File: config.mk
export PLATFORM = sky130hd
export DESIGN_NAME = timer_cmp_sched
export DESIGN_NICKNAME = d
export VERILOG_FILES = /design/src/rtl/timer_cmp_sched.sv
export SDC_FILE = /design/constraint.sdc
export NUM_CORES = 2
export LEC_CHECK = 0
export BUFFER_PORTS_ARGS = -buffer_cell sky130_fd_sc_hd__buf_2
export CORE_MARGIN = 2
export CORE_UTILIZATION = 35
export CTS_BUF_LIST = sky130_fd_sc_hd__clkbuf_8 sky130_fd_sc_hd__clkbuf_16
export DETAILED_ROUTE_END_ITERATION = 10
export PLACE_DENSITY_LB_ADDON = 0.1
export SLEW_MARGIN = 10
export SYNTH_ARGS = -nofsm -noshare
export SYNTH_HDL_FRONTEND = slang
export SYNTH_SLANG_ARGS = --single-unit
File: constraint.sdc
create_clock -name clk_i -period 12.6 [get_ports clk_i]
set_clock_uncertainty 0.2 [all_clocks]
set_input_delay 1.26 -clock clk_i [delete_from_list [all_inputs] [get_ports clk_i]]
set_output_delay 1.26 -clock clk_i [all_outputs]
set_load 0.02 [all_outputs]
File: src/rtl/timer_cmp_sched.sv
// -----------------------------------------------------------------------------
// timer_cmp_sched
//
// Multiplexes NumSlots software deadlines onto the single 64-bit mtimecmp of a
// memory-mapped timer. The block masters the timer's request/rvalid port. It
// always programs the earliest armed deadline, and it marks slots expired when
// the timer interrupt fires.
//
// Optional feature macro: TIMER_CMP_SCHED_READBACK_EN
//   When defined, each program sequence reads back cmp lo/hi after the writes.
//   A read value that differs from the programmed value sets err_o.
//
// Ports:
//   clk_i, rst_i        clock, synchronous active-high reset
//   cfg_valid_i/ready_o slot configuration handshake
//   cfg_slot_i          target slot index
//   cfg_arm_i           1 = arm with cfg_deadline_i, 0 = disarm
//   cfg_deadline_i      absolute 64-bit mtime deadline
//   armed_o             per-slot armed flags
//   expired_o           sticky per-slot expiry flags
//   expired_clr_i       per-bit clear of expired_o (a same-cycle set wins)
//   busy_o              scheduler not idle
//   err_o               sticky bus error / readback mismatch
//   timer_*             single-outstanding bus master port to the timer
//   timer_intr_i        timer interrupt level (mtime >= mtimecmp)
// -----------------------------------------------------------------------------
module timer_cmp_sched #(
    parameter int unsigned NumSlots     = 4,
    parameter int unsigned DataWidth    = 32,
    parameter int unsigned AddressWidth = 32,
    parameter logic [AddressWidth-1:0] TimerBase = {AddressWidth{1'b0}}
) (
    input  logic                        clk_i,
    input  logic                        rst_i,
    input  logic                        cfg_valid_i,
    output logic                        cfg_ready_o,
    input  logic [$clog2(NumSlots)-1:0] cfg_slot_i,
    input  logic                        cfg_arm_i,
    input  logic [63:0]                 cfg_deadline_i,
    output logic [NumSlots-1:0]         armed_o,
    output logic [NumSlots-1:0]         expired_o,
    input  logic [NumSlots-1:0]         expired_clr_i,
    output logic                        busy_o,
    output logic                        err_o,
    output logic                        timer_req_o,
    output logic [AddressWidth-1:0]     timer_addr_o,
    output logic                        timer_we_o,
    output logic [DataWidth/8-1:0]      timer_be_o,
    output logic [DataWidth-1:0]        timer_wdata_o,
    input  logic                        timer_rvalid_i,
    input  logic [DataWidth-1:0]        timer_rdata_i,
    input  logic                        timer_err_i,
    input  logic                        timer_intr_i
);

    typedef enum logic [2:0] {
        IDLE    = 3'd0,
        SELECT  = 3'd1,
        WR_HMAX = 3'd2,
        WR_LO   = 3'd3,
        WR_HI   = 3'd4,
`ifdef TIMER_CMP_SCHED_READBACK_EN
        RD_LO   = 3'd5,
        RD_HI   = 3'd6,
`endif
        SETTLE  = 3'd7
    } state_e;

    localparam logic [AddressWidth-1:0] AddrCmpLo = TimerBase + AddressWidth'(32'd8);
    localparam logic [AddressWidth-1:0] AddrCmpHi = TimerBase + AddressWidth'(32'd12);
    localparam logic [63:0]             CmpPark   = {64{1'b1}};

    state_e                  state_q, state_d;
    logic [63:0]             deadline_q [NumSlots];
    logic [63:0]             deadline_d [NumSlots];
    logic [NumSlots-1:0]     armed_q, armed_d;
    logic [NumSlots-1:0]     expired_q, expired_d;
    logic                    err_q, err_d;
    logic [63:0]             cur_cmp_q, cur_cmp_d;
    logic                    req_q, req_d;
    logic [AddressWidth-1:0] addr_q, addr_d;
    logic                    we_q, we_d;
    logic [DataWidth-1:0]    wdata_q, wdata_d;

    logic [63:0]             min_cmp_s;
    logic [NumSlots-1:0]     due_s;
    logic [NumSlots-1:0]     slot_mask_s;
    logic                    cfg_ready_s;
    logic                    rsp_s;

`ifndef TIMER_CMP_SCHED_READBACK_EN
    // Read data is only consumed by the readback check.
    logic rdata_unused_s;
    assign rdata_unused_s = ^timer_rdata_i;
`endif

    assign cfg_ready_s = (state_q == IDLE) && !timer_intr_i;
    // A response can only belong to us once our request pulse has been sent;
    // this also drops a stale rvalid left over from a reset mid-transaction.
    assign rsp_s       = timer_rvalid_i && !req_q;
    // Out-of-range slot indices shift out and produce an empty mask.
    assign slot_mask_s = {{(NumSlots-1){1'b0}}, 1'b1} << cfg_slot_i;

    // Earliest armed deadline; strict less-than keeps the lowest index on a tie.
    always_comb begin
        min_cmp_s = CmpPark;
        for (int i = 0; i < NumSlots; i++) begin
            min_cmp_s = (armed_q[i] && (deadline_q[i] < min_cmp_s)) ? deadline_q[i] : min_cmp_s;
        end
    end

    // Slots whose deadline has been reached by the programmed compare value.
    always_comb begin
        for (int i = 0; i < NumSlots; i++) begin
            due_s[i] = armed_q[i] && (deadline_q[i] <= cur_cmp_q);
        end
    end

    // Next-state, slot bookkeeping and bus request generation.
    always_comb begin
        state_d    = state_q;
        deadline_d = deadline_q;
        armed_d    = armed_q;
        expired_d  = expired_q & ~expired_clr_i;
        err_d      = err_q;
        cur_cmp_d  = cur_cmp_q;
        req_d      = 1'b0;
        addr_d     = addr_q;
        we_d       = we_q;
        wdata_d    = wdata_q;

        case (state_q)
            IDLE: begin
                if (timer_intr_i && (|armed_q)) begin
                    armed_d   = armed_q & ~due_s;
                    expired_d = expired_d | due_s;
                    state_d   = SELECT;
                end else if (cfg_valid_i && cfg_ready_s) begin
                    if (cfg_arm_i) begin
                        for (int i = 0; i < NumSlots; i++) begin
                            deadline_d[i] = slot_mask_s[i] ? cfg_deadline_i : deadline_q[i];
                        end
                        armed_d   = armed_q | slot_mask_s;
                        expired_d = expired_d & ~slot_mask_s;
                    end else begin
                        armed_d = armed_q & ~slot_mask_s;
                    end
                    // Always reprogram, even if the minimum is unchanged.
                    state_d = SELECT;
                end else begin
                    state_d = IDLE;
                end
            end

            SELECT: begin
                cur_cmp_d = min_cmp_s;
                state_d   = WR_HMAX;
                req_d     = 1'b1;
                addr_d    = AddrCmpHi;
                we_d      = 1'b1;
                wdata_d   = 32'hFFFF_FFFF;
            end

            // Parking cmp hi first means the lo write can never match early.
            WR_HMAX: begin
                if (rsp_s) begin
                    err_d   = err_q | timer_err_i;
                    state_d = WR_LO;
                    req_d   = 1'b1;
                    addr_d  = AddrCmpLo;
                    we_d    = 1'b1;
                    wdata_d = cur_cmp_q[31:0];
                end else begin
                    state_d = WR_HMAX;
                end
            end

            WR_LO: begin
                if (rsp_s) begin
                    err_d   = err_q | timer_err_i;
                    state_d = WR_HI;
                    req_d   = 1'b1;
                    addr_d  = AddrCmpHi;
                    we_d    = 1'b1;
                    wdata_d = cur_cmp_q[63:32];
                end else begin
                    state_d = WR_LO;
                end
            end

            WR_HI: begin
                if (rsp_s) begin
                    err_d = err_q | timer_err_i;
`ifdef TIMER_CMP_SCHED_READBACK_EN
                    state_d = RD_LO;
                    req_d   = 1'b1;
                    addr_d  = AddrCmpLo;
                    we_d    = 1'b0;
`else
                    state_d = SETTLE;
`endif
                end else begin
                    state_d = WR_HI;
                end
            end

`ifdef TIMER_CMP_SCHED_READBACK_EN
            RD_LO: begin
                if (rsp_s) begin
                    err_d   = err_q | timer_err_i | (timer_rdata_i != cur_cmp_q[31:0]);
                    state_d = RD_HI;
                    req_d   = 1'b1;
                    addr_d  = AddrCmpHi;
                    we_d    = 1'b0;
                end else begin
                    state_d = RD_LO;
                end
            end

            RD_HI: begin
                if (rsp_s) begin
                    err_d   = err_q | timer_err_i | (timer_rdata_i != cur_cmp_q[63:32]);
                    state_d = SETTLE;
                end else begin
                    state_d = RD_HI;
                end
            end
`endif

            // One cycle for the interrupt clear of the last write to show up.
            SETTLE: begin
                state_d = IDLE;
            end

            default: begin
                state_d = SELECT;
            end
        endcase
    end

    // State and datapath registers; reset parks the compare via SELECT.
    always_ff @(posedge clk_i) begin
        if (rst_i) begin
            state_q   <= SELECT;
            for (int i = 0; i < NumSlots; i++) begin
                deadline_q[i] <= 64'd0;
            end
            armed_q   <= {NumSlots{1'b0}};
            expired_q <= {NumSlots{1'b0}};
            err_q     <= 1'b0;
            cur_cmp_q <= CmpPark;
            req_q     <= 1'b0;
            addr_q    <= {AddressWidth{1'b0}};
            we_q      <= 1'b0;
            wdata_q   <= {DataWidth{1'b0}};
        end else begin
            state_q    <= state_d;
            deadline_q <= deadline_d;
            armed_q    <= armed_d;
            expired_q  <= expired_d;
            err_q      <= err_d;
            cur_cmp_q  <= cur_cmp_d;
            req_q      <= req_d;
            addr_q     <= addr_d;
            we_q       <= we_d;
            wdata_q    <= wdata_d;
        end
    end

    assign cfg_ready_o   = cfg_ready_s;
    assign busy_o        = (state_q != IDLE);
    assign armed_o       = armed_q;
    assign expired_o     = expired_q;
    assign err_o         = err_q;
    assign timer_req_o   = req_q;
    assign timer_addr_o  = addr_q;
    assign timer_we_o    = we_q;
    assign timer_wdata_o = wdata_q;
    assign timer_be_o    = {(DataWidth/8){1'b1}};

endmodule

---- Word-level counts from Yosys, hierarchy flattened ----
Index checks and enable logic that the tools add are counted.
storage, ports and cells
  bits in registers ....................... 398
  latch bits .............................. 0
  RAM bits ................................ 0
  memory bits (read-only) ................. 0
  input port bits ......................... 109
  output and inout port bits .............. 81
  word-level logic and storage cells ...... 98
  memories kept ........................... 0
cells by class
  $add $sub $neg .......................... 0
  $mul .................................... 0
  divide/modulo/power cells ............... 0
  $lt $le $gt $ge ......................... 8
  equality and inequality tests ........... 8
  shift-type cells ........................ 1
  muxes and demuxes ....................... 27
  bitwise logic cells ..................... 11
  reduce and logical (&&, ||, !) cells .... 30
operators with widths
  operator                                              number
  <= comparator 64 bit                                  4
  two-way mux 64 bit                                    4
  less-than comparator 64 bit                           3
  case mux 32 bit (3 select lines)                      2
  two-way mux 32 bit                                    4
  less-than comparator 64 bit (second input constant)   1
  two-way mux 4 bit                                     7
  AND reduction 5 bit                                   4
  case mux 3 bit (6 select lines)                       1
  AND 4 bit                                             4
  logical AND 1 bit                                     12
  NOT 4 bit                                             3
  OR 4 bit                                              2
  equality test 3 x 2 -> 1 bit (second input constant)  2
  equality test 3 bit (second input constant)           2
  AND reduction 2 bit                                   3
  nonzero test 3 bit                                    2
  two-way mux 1 bit                                     5
  inequality test 2 bit (second input constant)         2
  case mux 1 bit (2 select lines)                       2
  nonzero test 2 bit                                    2
  OR reduction 4 bit                                    1
  << shifter 1 x 2 -> 4 bit (first input constant)      1
  equality test 3 x 1 -> 1 bit (second input constant)  1
  other kinds (10)                                      11

---- Longest topological paths before layout ----
  depth after elaboration ................. 12
  gate-level depth with buffers ........... 45

---- Worst setup path after synthesis ----
OpenSTA, ideal clock, no wires.
  path kind ............................... register to register
  from .................................... register deadline_q[235] in the netlist's numbering
  to ...................................... register cur_cmp_q[62]
  data arrival time ....................... 8997 ps
  data required time ...................... 12256 ps
  path slack .............................. 3259 ps
  cell stages (with the launch flop) ...... 45
  path buffers ............................ 6
  clock period less this slack ............ 9341 ps
  path through ............................ dfxtp_1 > nand4_1 > nor4_1 > nand4_1 > nand2_1 > clkbuf_1 > nor2_1 > ha_1 > nand4_1 > nor4_2 > nand2_1 > nor4_1 > o21ai_1 > nand3_1 > clkbuf_1 > clkbuf_1 > nand2_1 > o21ai_0 > [... 9 more ...] > clkbuf_1 > and2_1 > nor3_1 > ha_1 > a21o_1 > a21o_1 > a21o_1 > a21o_1 > a21o_1 > a21oi_1 > nor2b_1 > o311ai_1 > o211ai_1 > or2_1 > buf_4 > buf_4 > o21ai_0 > o221ai_1
between the ends
  word-level cells in the longest chain between the ends .. 12
ends and longest elaborated chain
  item                         RTL line  text
  start: declaration           74        logic [63:0] deadline_q [NumSlots];
  start signal: assignment     258       deadline_q <= deadline_d;
  less-than comparator 64 bit  108       min_cmp_s = (armed_q[i] && (deadline_q[i] < min_cmp_s)) ? deadline_q[i] : min_cmp_s;
  logical AND 1 bit            108
  two-way mux 64 bit (*)       108
  less-than comparator 64 bit  108
  logical AND 1 bit            108
  two-way mux 64 bit (*)       108
  less-than comparator 64 bit  108
  logical AND 1 bit            108
  two-way mux 64 bit (*)       108
  less-than comparator 64 bit  108
  logical AND 1 bit            108
  two-way mux 64 bit (*)       108
  end signal: assignment       251       cur_cmp_q <= CmpPark;
  end signal: assignment       262       cur_cmp_q <= cur_cmp_d;
  end: declaration             79        logic [63:0] cur_cmp_q, cur_cmp_d;
Every way passes the cells marked *; elsewhere a longest branch is shown, timed or not.
A chain may end at the register's enable or synchronous reset.

---- Final worst setup path ----
  from .................................... register deadline_q[207] in the netlist's numbering
  to ...................................... register cur_cmp_q[16]
Same word-level chain as after synthesis.

==> flow_results.xml <==
<?xml version="1.0" encoding="UTF-8"?>
<metrics>
  <group name="setup_path">
    <metric name="timing.critical_path.arrival" unit="ns">11.92</metric>
    <metric name="cp-endpoint" unit="">cur_cmp_q[16]$_SDFFE_PP1P_</metric>
    <metric name="startpoint_of_the_worst_register_to_register_path" unit="">deadline_q[207]$_SDFFE_PP0P_</metric>
    <metric name="critPathKind" unit="">reg2reg</metric>
    <metric name="required_time_at_the_worst_slack_endpoint" unit="ns">12.84</metric>
    <metric name="crit_path_end_kind" unit="">flop</metric>
    <metric name="timing.critical_path.from" unit="">deadline_q[207]$_SDFFE_PP0P_</metric>
    <metric name="worst_path_most_repeated_cell" unit="">buf_4</metric>
    <metric name="crit_slowest_cell" unit="">or3_2</metric>
    <metric name="worst-r2r-cell-count" unit="">47</metric>
    <metric name="crit-reg2reg-capture" unit="">cur_cmp_q[16]$_SDFFE_PP1P_</metric>
    <metric name="worst_path_dominant_cell_family" unit="">simple AND/OR/NAND/NOR gates</metric>
    <metric name="slowest_delay" unit="ns">0.66</metric>
    <metric name="critical_path_cell_count" unit="">47</metric>
    <metric name="rrSetupSlack" unit="ns">0.92</metric>
    <metric name="critical_path_peak_fanout" unit="">34</metric>
    <metric name="start_kind" unit="">flop</metric>
    <metric name="worst-path-buf-inv" unit="">15</metric>
  </group>
  <group name="synth">
    <metric name="synthesis.area" unit="um2">26600</metric>
    <metric name="yosysWarningCount" unit="">0</metric>
    <metric name="synth-seq-area-share" unit="%">27.7</metric>
    <metric name="synth-main-ff-cell" unit="">dfxtp_1</metric>
    <metric name="synth_async_sr_flop_share" unit="%">0</metric>
    <metric name="syn_inst" unit="">3467</metric>
    <metric name="syn_avg_cell_area" unit="um2">7.67</metric>
    <metric name="synth_cell_type_count" unit="">64</metric>
    <metric name="synth-edff-count" unit="">0</metric>
    <metric name="postSynthRegisterBits" unit="">368</metric>
  </group>
  <group name="drt">
    <metric name="routed_via_density" unit="">5.75</metric>
    <metric name="num_vias" unit="">27400</metric>
    <metric name="dr.first_iter.drc_count" unit="">2240</metric>
    <metric name="drc" unit="">0</metric>
    <metric name="detail-route-antenna-nets" unit="">0</metric>
    <metric name="firstDrtPassIters" unit="">6</metric>
    <metric name="route.detailed.wl_per_inst" unit="um">24.2</metric>
    <metric name="drt-total-wl" unit="mm">115</metric>
  </group>
  <group name="layout">
    <metric name="final.fill_count" unit="">7712</metric>
    <metric name="seq_area" unit="um2">7370</metric>
    <metric name="final_nets" unit="">4297</metric>
    <metric name="synthToLayoutAreaGrowth" unit="%">19.3</metric>
    <metric name="postLayoutCellArea" unit="um2">31700</metric>
    <metric name="multi_input_logic_area" unit="um2">18200</metric>
    <metric name="final_layout_size_suffix_gt1_share" unit="%">14.6</metric>
  </group>
  <group name="floorplanning">
    <metric name="start_util" unit="%">35.2</metric>
    <metric name="die_area" unit="um2">78200</metric>
    <metric name="die_height" unit="um">280</metric>
    <metric name="ioPinCount" unit="">190</metric>
    <metric name="floorplan.die.width" unit="um">280</metric>
    <metric name="design.core.area" unit="um2">75600</metric>
    <metric name="total_number_of_placement_rows" unit="">101</metric>
  </group>
  <group name="sta">
    <metric name="fmaxAchievable" unit="GHz">0.0856</metric>
    <metric name="timing.final.crit_period" unit="ns">11.68</metric>
    <metric name="period_share" unit="%">92.7</metric>
    <metric name="hold_violation_total_from_the_final_report" unit="">0</metric>
    <metric name="max_slew.worst_pin.slew" unit="ns">1.27</metric>
    <metric name="timing.setup.tns" unit="ns">0</metric>
    <metric name="report.final.slew_viol_count" unit="">0</metric>
    <metric name="report.final.setup_viol" unit="">0</metric>
    <metric name="setup_slack" unit="ns">0.920</metric>
    <metric name="unrepaired_setup_endpoints_after_global_routing" unit="">no</metric>
    <metric name="worst_slew_margin_rel" unit="%">15.0</metric>
  </group>
  <group name="clock_tree">
    <metric name="post_cts.repair.setup_buffers" unit="">0</metric>
    <metric name="cts-htree-levels" unit="">2</metric>
    <metric name="tritoncts" unit="">yes</metric>
    <metric name="cts_root_buffer" unit="">clkbuf_16</metric>
    <metric name="cts-resized-gates" unit="">0</metric>
    <metric name="cts_hold_repair.buffers" unit="">0</metric>
    <metric name="clk_transition_reported_paths" unit="ns">0.06</metric>
    <metric name="number_of_clock_buffers_inserted_by_tritoncts" unit="">48</metric>
    <metric name="clock_path_buffers" unit="">3</metric>
    <metric name="clock_insertion_delay_worst_skew" unit="ns">0.60</metric>
    <metric name="tritoncts_num_sinks" unit="">368</metric>
  </group>
  <group name="grt">
    <metric name="pin_count_of_the_biggest_net_entering_global_routing" unit="">98</metric>
    <metric name="grt_antenna_before_repair" unit="">9</metric>
    <metric name="vias_in_the_first_global_route" unit="">26500</metric>
    <metric name="grt_util_all_layers" unit="%">28.9</metric>
    <metric name="grt_first_pass_wirelength" unit="mm">170</metric>
    <metric name="grt.overflow.total" unit="">0</metric>
  </group>
  <group name="worst_hold_path">
    <metric name="holdPathStages" unit="">2</metric>
    <metric name="worst_hold_path_type" unit="">reg2reg</metric>
  </group>
  <group name="place">
    <metric name="gp_routability_congestion" unit="">0.947</metric>
    <metric name="numPortBuffers" unit="">123</metric>
    <metric name="detailed_placement_hpwl" unit="mm">87.4</metric>
    <metric name="dpl_worst_slack" unit="ns">1.05</metric>
    <metric name="standard_cell_area_after_detailed_placement" unit="um2">30100</metric>
  </group>
  <group name="power">
    <metric name="power.density" unit="nW/um2">107</metric>
    <metric name="worst_voltage_drop_across_the_vdd_grid" unit="mV">0.0932</metric>
    <metric name="power.static_leakage" unit="nW">15.7</metric>
  </group>
  <group name="job">
    <metric name="drv_cap" unit="">0</metric>
  </group>
  <group name="status">
    <metric name="outcome" unit="">finished clean</metric>
  </group>
</metrics>
==> where the power goes <==
part	leakage (nW)	internal, mW	total (mW)	switching [mW]
Clock	0.843	0.889	1.47	0.578
Sequential	2.99	1.23	1.32	0.0889
Combinational	11.8	0.195	0.622	0.428
Total	15.7	2.31	3.41	1.09
==> how the worst min path moves through the flow <==
stage / from / end / slack (ns)
6_report: timer_wdata_o[13]$_SDFFE_PP0P_ / timer_wdata_o[13]$_SDFFE_PP0P_ / 0.25
4_1_cts: timer_wdata_o[13]$_SDFFE_PP0P_ / timer_wdata_o[13]$_SDFFE_PP0P_ / 0.25
2_1_floorplan: deadline_q[64]$_SDFFE_PP0P_ / deadline_q[64]$_SDFFE_PP0P_ / 0.25
3_5_place_dp: timer_wdata_o[13]$_SDFFE_PP0P_ / timer_wdata_o[13]$_SDFFE_PP0P_ / 0.24
5_1_grt: timer_wdata_o[16]$_SDFFE_PP0P_ / timer_wdata_o[16]$_SDFFE_PP0P_ / 0.27
3_3_place_gp: timer_wdata_o[28]$_SDFFE_PP0P_ / timer_wdata_o[28]$_SDFFE_PP0P_ / 0.24
==> registers in the layout, summed over array words and instances, names as in the netlist, named ones only <==
name           flops
deadline_q       256
cur_cmp_q         64
timer_wdata_o     32
expired_o          4
state_q            3
timer_addr_o       2
err_o              1
timer_req_o        1
timer_we_o         1
==> logic make-up after synthesis <==
kind of cell / Yosys count / share of synthesized area [%]
other: 2 / 0.0282
muxes: 1 / 0.0423
adders and majority gates: 442 / 20.8
DFF: 368 / 27.7
and+or+nand+nor: 1324 / 22.9
AOI/OAI and AO/OA: 1029 / 23.6
buffers and inverters: 301 / 4.89
==> synthesized netlist by cell type, types with 32 or more instances <==
library cell  count  area (um2)
a21o_1          157        1180
a21oi_1         401        2010
and2_1           59         369
buf_4            36         270
clkbuf_1        156         586
dfxtp_1         368        7370
ha_1            442        5530
inv_1            81         304
nand2_1         707        2650
nand4_1         116         726
nor2_1          174         653
nor2b_1          35         219
nor3_1           84         420
nor4_1           51         319
o21a_1           32         240
o21ai_0         248        1240
o221ai_1         95         832
==> tightest hold or removal path, stage by stage, from the launching register on <==
cell,delay (ns)
dfxtp_1,0.30
nand2_1,0.05
a21oi_1,0.05
==> metal layers <==
metal / part of all wire, % / routed length, um / GRT usage (%) / vias up
met3: 6.4 / 7400 / 4.23 / 198
met2: 46 / 52800 / 48.0 / 898
met1: 44 / 50700 / 38.1 / 13200
met4: 3.6 / 4160 / 10.2 / 14
met5: 0.082 / 95 / 0 / -
li1: - / - / - / 13100
==> cell usage in the layout (no fill, tap or decap), types with 51 or more instances in the layout <==
cell type	count
a21o_1	157
o221ai_1	95
dfxtp_1	368
ha_1	442
o21ai_0	248
and2_1	58
nand4_1	116
nor2_1	169
buf_2	122
nor4_1	51
inv_1	88
a21oi_1	400
buf_4	277
nor3_1	83
nand2_1	702
==> through the flow <==
step                utilization (%)  hold slack [ns]  cells  total power, mW
detailed placement             39.8            0.243   4674             1.95
global placement               39.8            0.237   4674             1.94
floorplan                         -            0.250   3499             1.67
CTS                            42.0            0.250   4761             3.43
finish                         42.0            0.249   4763             3.41
global route                   42.0            0.267   4762             3.55
==> layout make-up <==
cell class | instances | area share, %
tap | 978 | 3.85
multi-input combinational | 2830 | 57.2
clock inverter | 31 | 1.07
timing repair buffer | 416 | 9.53
sequential | 368 | 23.2
clock buffer | 56 | 4.17
antenna | 2 | 0.0158
inverter | 82 | 0.974
Power figures use the tool's default switching activity.
